## src/rtl/router_pkg.sv

```systemverilog
`default_nettype none
// ============================================================================
// Module      : router_pkg
// Description : Shared defaults and helpers for the 1xN router sync block.
//               Defining ROUTER_SYNC_WDOG_EN builds the per-channel stall
//               watchdog; leaving it undefined ties soft_reset to 0.
// Revision    : 1.0 - initial release
// ============================================================================
package router_pkg;

    localparam int C_NCH_DEF     = 3;
    localparam int C_AW_DEF      = 2;
    localparam int C_TIMEOUT_DEF = 30;

    // Counter must hold TIMEOUT-1; never narrower than one bit.
    function automatic int cnt_width(input int timeout);
        return (timeout > 2) ? $clog2(timeout) : 1;
    endfunction

endpackage
`default_nettype wire

```

## src/rtl/router_sync_wdog.sv

```systemverilog
`default_nettype none
// ============================================================================
// Module      : router_sync_wdog
// Description : Per-channel stall watchdog; pulses soft_reset_o for one cycle
//               after TIMEOUT consecutive stalled cycles. Built only when
//               ROUTER_SYNC_WDOG_EN is defined, otherwise output is tied to 0.
// Revision    : 1.0 - initial release
// ============================================================================
module router_sync_wdog
    import router_pkg::*;
#(
    parameter int TIMEOUT = C_TIMEOUT_DEF
) (
    input  logic clock,
    input  logic resetn,
    input  logic vld_i,
    input  logic rd_i,
    output logic soft_reset_o
);

`ifdef ROUTER_SYNC_WDOG_EN
    localparam int            CW        = cnt_width(TIMEOUT);
    localparam logic [CW-1:0] C_CNT_MAX = CW'(TIMEOUT - 1);

    logic [CW-1:0] cnt_q;
    logic [CW-1:0] cnt_d;
    logic          soft_reset_q;
    logic          soft_reset_d;
    logic          w_stall;

    assign w_stall = vld_i & ~rd_i;

    always_comb begin
        cnt_d        = '0;
        soft_reset_d = 1'b0;
        if (w_stall) begin
            if (cnt_q == C_CNT_MAX) begin
                soft_reset_d = 1'b1;
            end else begin
                cnt_d = cnt_q + CW'(1);
            end
        end
    end

    always_ff @(posedge clock or negedge resetn) begin
        if (!resetn) begin
            cnt_q        <= '0;
            soft_reset_q <= 1'b0;
        end else begin
            cnt_q        <= cnt_d;
            soft_reset_q <= soft_reset_d;
        end
    end

    assign soft_reset_o = soft_reset_q;
`else
    logic w_unused;
    assign w_unused     = ^{clock, resetn, vld_i, rd_i, 1'(TIMEOUT)};
    assign soft_reset_o = 1'b0;
`endif

endmodule
`default_nettype wire

```

## src/rtl/router_sync_n.sv

```systemverilog
`default_nettype none
// ============================================================================
// Module      : router_sync_n
// Description : Destination-address latch, FIFO write-enable decode, full-flag
//               mux and per-channel stall watchdog (ROUTER_SYNC_WDOG_EN).
// Revision    : 1.0 - initial release
// ============================================================================
module router_sync_n
    import router_pkg::*;
#(
    parameter int NCH     = C_NCH_DEF,
    parameter int AW      = C_AW_DEF,
    parameter int TIMEOUT = C_TIMEOUT_DEF
) (
    input  logic           clock,
    input  logic           resetn,
    input  logic           detect_add,
    input  logic [AW-1:0]  data_in,
    input  logic           write_enb_reg,
    input  logic [NCH-1:0] full,
    input  logic [NCH-1:0] empty,
    input  logic [NCH-1:0] read_enb,
    output logic [NCH-1:0] write_enb,
    output logic           fifo_full,
    output logic [NCH-1:0] vld_out,
    output logic [NCH-1:0] soft_reset,
    output logic           addr_err
);

    localparam logic [AW:0] C_NCH_W = (AW + 1)'(NCH);

    logic [AW-1:0] addr_q;
    logic [AW-1:0] addr_d;
    logic          addr_vld_q;
    logic          addr_vld_d;
    logic          addr_err_q;
    logic          addr_err_d;
    logic          w_sel_full;

    always_comb begin
        addr_d     = addr_q;
        addr_vld_d = addr_vld_q;
        addr_err_d = addr_err_q;
        if (detect_add) begin
            addr_d     = data_in;
            addr_vld_d = ({1'b0, data_in} < C_NCH_W);
            addr_err_d = ~addr_vld_d;
        end
    end

    always_ff @(posedge clock or negedge resetn) begin
        if (!resetn) begin
            addr_q     <= '1;
            addr_vld_q <= 1'b0;
            addr_err_q <= 1'b0;
        end else begin
            addr_q     <= addr_d;
            addr_vld_q <= addr_vld_d;
            addr_err_q <= addr_err_d;
        end
    end

    // Decode uses the registered address, so a header arriving alongside a
    // write still steers that write by the previous destination.
    always_comb begin
        write_enb  = '0;
        w_sel_full = 1'b0;
        for (int i = 0; i < NCH; i++) begin
            if (addr_q == AW'(i)) begin
                write_enb[i] = write_enb_reg & addr_vld_q;
                w_sel_full   = full[i];
            end
        end
    end

    assign fifo_full = addr_vld_q ? w_sel_full : 1'b1;
    assign vld_out   = ~empty;
    assign addr_err  = addr_err_q;

    for (genvar gi = 0; gi < NCH; gi++) begin : g_wdog
        router_sync_wdog #(
            .TIMEOUT (TIMEOUT)
        ) u_wdog (
            .clock        (clock),
            .resetn       (resetn),
            .vld_i        (vld_out[gi]),
            .rd_i         (read_enb[gi]),
            .soft_reset_o (soft_reset[gi])
        );
    end

endmodule
`default_nettype wire

```

## config.mk

```make
export PLATFORM = sky130hd
export DESIGN_NAME = router_sync_n
export DESIGN_NICKNAME = d
export VERILOG_FILES = /design/src/rtl/router_pkg.sv /design/src/rtl/router_sync_wdog.sv /design/src/rtl/router_sync_n.sv
export SDC_FILE = /design/constraint.sdc
export NUM_CORES = 1
export LEC_CHECK = 0
export CAP_MARGIN = 20
export CORE_AREA = 2 2 39 41
export CTS_BUF_LIST = sky130_fd_sc_hd__clkbuf_16
export DETAILED_ROUTE_END_ITERATION = 10
export DIE_AREA = 0 0 41 43
export PLACE_DENSITY_LB_ADDON = 0.12
export SYNTH_ARGS = -nofsm -noshare
export SYNTH_HDL_FRONTEND = slang
export SYNTH_SLANG_ARGS = --single-unit
```

## constraint.sdc

```tcl
create_clock -name clock -period 1.1 [get_ports clock]
set_input_delay 0.22 -clock clock [delete_from_list [all_inputs] [get_ports clock]]
set_output_delay 0.22 -clock clock [all_outputs]
set_load 0.02 [all_outputs]
```

Yosys cells after proc, flatten, opt, wreduce, memory -nomap -nowiden:

Index checks and enable logic that the tools add are counted.

* mux-type cells: 7
* equality and inequality tests: 2
* reductions and logical operators: 1
* bitwise gates (word level): 3
* add/sub/neg operators: 0
* $mul: 0
* $lt $le $gt $ge: 1
* shift operators: 0
* div/mod/pow operators: 0

Operators with widths (count)
* $mux 1: 7
* $not 3->3: 1
* $eq 2x1->1 const B: 1
* $eq 2x2->1 const B: 1
* $logic_not 2->1: 1
* $lt 2x2->1 const B: 1
* $and 1x1->1: 1
* $not 1->1: 1

* bits of input ports: 15
* latch bits: 0
* bits in writable memories: 0
* flip-flop bits (word level): 4
* logic and storage cells: 17
* ROM bits: 0
* memories kept: 0
* output and inout bits: 11

Depth between registers and ports, before layout:

* depth after elaboration: 5
* gate-level depth with buffers: 2
* mapped depth without buffers: 2

Cells and area by module:

From an unflattened synthesis, not the netlist that was laid out.

* cell total of the unflattened synthesis: 26
* area total of the unflattened synthesis: 245.2 µm²

By module, submodules not included
* router_sync_n: cells an instance 20, times used 1, sequential area each 102.6 µm², area each 211.5 µm²
* router_sync_wdog: cells an instance 2, times used 3, sequential area each 0.0 µm², area each 11.3 µm²

Worst setup path before layout:

Ideal clock, no wire load.

* path type: reg-to-output
* start point: register addr_q[1]
* end point: output port write_enb[2]
* stages on the path, launching flop included: 2
* data arrival time: 1091 ps
* slack: -211 ps
* path through: dfstp_2 nor3b_1

* cells in the longest elaborated chain, start to end: 2

Ends and longest elaborated chain
* start: declaration: line router_sync_n.sv:32 `logic [AW-1:0] addr_q;`
* start signal: assignment: line router_sync_n.sv:57 `addr_q <= addr_d;`
* $eq 2x2->1: line router_sync_n.sv:69 `if (addr_q == AW'(i)) begin`
* $mux 1: line router_sync_n.sv:69
* end: declaration: line router_sync_n.sv:23 `output logic [NCH-1:0] write_enb,`

Every way passes these cells.

Worst setup path after layout:

* start point: register addr_q[0]
* end point: output port fifo_full

* cells in the longest elaborated chain, start to end: 5

Ends and longest elaborated chain
* $logic_not 2->1: line router_sync_n.sv:69
* $mux 1 (2 in series): line router_sync_n.sv:69
* $mux 1 *: line router_sync_n.sv:69
* $mux 1 *: line router_sync_n.sv:76 `assign fifo_full = addr_vld_q ? w_sel_full : 1'b1;`
* end: declaration: line router_sync_n.sv:24 `output logic fifo_full,`

Every way passes the cells marked *; elsewhere a longest branch is shown, timed or not.

==> impl_metrics.ini <==
[placed_design]
numPortBuffers = 19
place_congestion = 0.601
hpwl_um = 507
post_dp_cell_area_um2 = 478

[drt]
first_pass_iters = 4
ant_nets = 0
wl_per_cell_um = 9.83
viasPerCell = 3.76
vias = 248
detail_route.iter0.violations = 4
drc = 0
drt-total-wl_um = 649

[timing]
hold_slack_ps = 197
rsz0062_at_grt = yes
maxSlewViolCount = 0
hold_violations = 0
finalSetupViolCount = 4
timing.fmax_ghz = 0.694
period_share_pct = 131
layout_setup_ws_ps = -342
fin_crit_ps = 1440
fin_worst_skew_ps = 0

[synth]
syn_area_um2 = 260
synth_top_area_share_pct = 20.2
yosysWarnings = 0
synth_seq_cells = 4
synthCells = 27
synth_cell_types = 16
synth.area.top_cells = dfstp_2 20%, dfrtp_1 19%, buf_4 17%, inv_1 5.8%, nor3b_1 5.8%
avgSynthCellArea_um2 = 9.64
ys_seq_area_share_pct = 39.4
synth.largest_area_cell = dfstp_2

[grt]
grt_max_degree = 6
grt_usage_pct = 8.56
antenna_found_initial = 0
grt_pass1_wl_um = 979
overflow = 0
grt_pass1_vias = 253

[setup_path]
reg2reg_from = addr_q[0]$_DFFE_PN1P_
crit_type = reg2out
critPathRequiredTime_ps = 880
worstPathArrival_ps = 1220
crit_chain = mux2i_1 -> o211ai_2 -> buf_6
cpPeakStageDelay_ps = 540
regToRegEndpoint = addr_q[0]$_DFFE_PN1P_
r2r_slack_ps = 130
r2r_cells = 3
endpoint_kind = output pin
cpMaxStageDelayCell = dfstp_2
crit_fanout = 3
startpoint_type = flip-flop

[clocking]
cts_root_buf = clkbuf_16
htreeDepth = 1
cts_buffer_depth = 2
cts.sinks = 4
cts_tree = done
numCtsBuffers = 3
clk_pin_slew_ps = 30
holdBufCountCts = 0
clk_latency_ps = 220

[final_layout]
final_nets = 67
drive_gt1_share_pct = 48.0
antenna-diode-count = 0
fillCellCount = 144
areaGrowthSynthToFinish_pct = 110
stdcell_area_um2 = 547

[worst_hold_path]
hp-class = in2async

[die]
start_util_pct = 18.8
rows = 14
io_pins = 26
dieArea_mm2 = 0.00176
die_y_um = 43
die_w_um = 41
core_area_mm2 = 0.00138

[power]
leakage_nw = 0.251
vdd_drop_max_uv = 724
power.total_mw = 0.939
powerDensity_mw_per_mm2 = 1720

[job]
max_cap_violations = 0

[run_status]
status = complete, but fails checks
violations = negative setup slack
[report_power, final]
group | leakage (nW) | internal, mW | switching, mW | total, mW
sequential | 0.0442 | 0.167 | 0.0118 | 0.179
combinational | 0.170 | 0.109 | 0.0839 | 0.193
clock | 0.0370 | 0.464 | 0.102 | 0.567
total | 0.251 | 0.741 | 0.198 | 0.939
[worst max path at each step]
| stage | start | to | slack (ps) | cells past startpoint |
|---|---|---|---|---|
| floorplan | addr_q[0]$_DFFE_PN1P_ | fifo_full | -40 | 2 |
| global placement | write_enb_reg | write_enb[1] | -700 | 4 |
| detailed placement | write_enb_reg | write_enb[1] | -720 | 4 |
| CTS | addr_q[0]$_DFFE_PN1P_ | fifo_full | -340 | 3 |
| global route | addr_q[0]$_DFFE_PN1P_ | fifo_full | -380 | 3 |
| finish | addr_q[0]$_DFFE_PN1P_ | fifo_full | -340 | 3 |
[synth_stat cells (all sizes together)]
| library cell | n |
|---|---|
| buf | 6 |
| conb | 1 |
| dfrtp | 2 |
| dfstp | 2 |
| inv | 4 |
| mux2 | 2 |
| mux2i | 1 |
| nand2 | 1 |
| nand3 | 1 |
| nand3b | 1 |
| nor3 | 1 |
| nor3b | 2 |
| o211ai | 1 |
| o21a | 1 |
| o21ai | 1 |
[worst max-delay path, delay by kind of cell (launching register included)]
kind | cells | cell delay (ps)
flip-flops | 1 | 540
AO/OA/AOI/OAI | 1 | 110
multiplexers | 1 | 210
buffers and inverters | 1 | 140
[layout by cell type (no fill, tap or decap), drive strengths merged]
master and instances:
clkbuf 3, nor3b 2, o21ai 1, buf 12, clkdlybuf4s50 11, clkdlybuf4s15 1
inv 4, nand3b 1, conb 3, nand2 1, o21a 1, dfrtp 2
nand3 1, o211ai 1, nor3 1, mux2 2, mux2i 1, dfstp 2
[per-stage QoR]
| stage | setup slack, ps | TNS, ps | utilization [%] | instances |
|---|---|---|---|---|
| floorplan | -43.2 | -98.6 | - | 29 |
| global placement | -696 | -4040 | 34.5 | 62 |
| detailed placement | -719 | -4160 | 34.5 | 62 |
| CTS | -340 | -1210 | 39.5 | 66 |
| global route | -377 | -1360 | 39.5 | 66 |
| finish | -342 | -1200 | 39.5 | 66 |
[sequential cells by signal (all words and copies together) (netlist names)]
| register | cells |
|---|---|
| addr_err | 1 |
| addr_q | 2 |
| addr_vld_q | 1 |
[cell type report]
| type | instances | area (µm²) | area share (%) |
|---|---|---|---|
| clock buffers | 3 | 75.1 | 13.7 |
| inverters | 4 | 15.0 | 2.75 |
| multi-input cells | 15 | 123 | 22.4 |
| flip-flops and latches | 4 | 103 | 18.8 |
| well taps | 16 | 20.0 | 3.66 |
| repair buffers | 24 | 211 | 38.7 |
[cells by family (layout without fill, tap and decap cells)]
| family | count (synthesis) | after routing | synth area share, % |
|---|---|---|---|
| AOI/OAI and AO/OA | 3 | 3 | 9.61 |
| buffers and inverters | 10 | 31 | 23.1 |
| DFF | 4 | 4 | 39.4 |
| muxes | 3 | 3 | 12.5 |
| other | 1 | 3 | 1.44 |
| and+or+nand+nor | 6 | 6 | 13.9 |
[repair_timing]
action,4_1_cts,5_1_grt
endpoints found under the setup margin,8,4
pin swaps,1,2
setup buffers,1,0
resized for setup,38,0
[metal layers]
metal,track usage [%],up-vias,share of wire [%]
met2,10.9,15,45
met4,8.00,0,2.9
met5,0,-,0
met3,3.14,2,12
met1,10.4,105,40
li1,-,126,-
(Power assumes the default switching activity.)
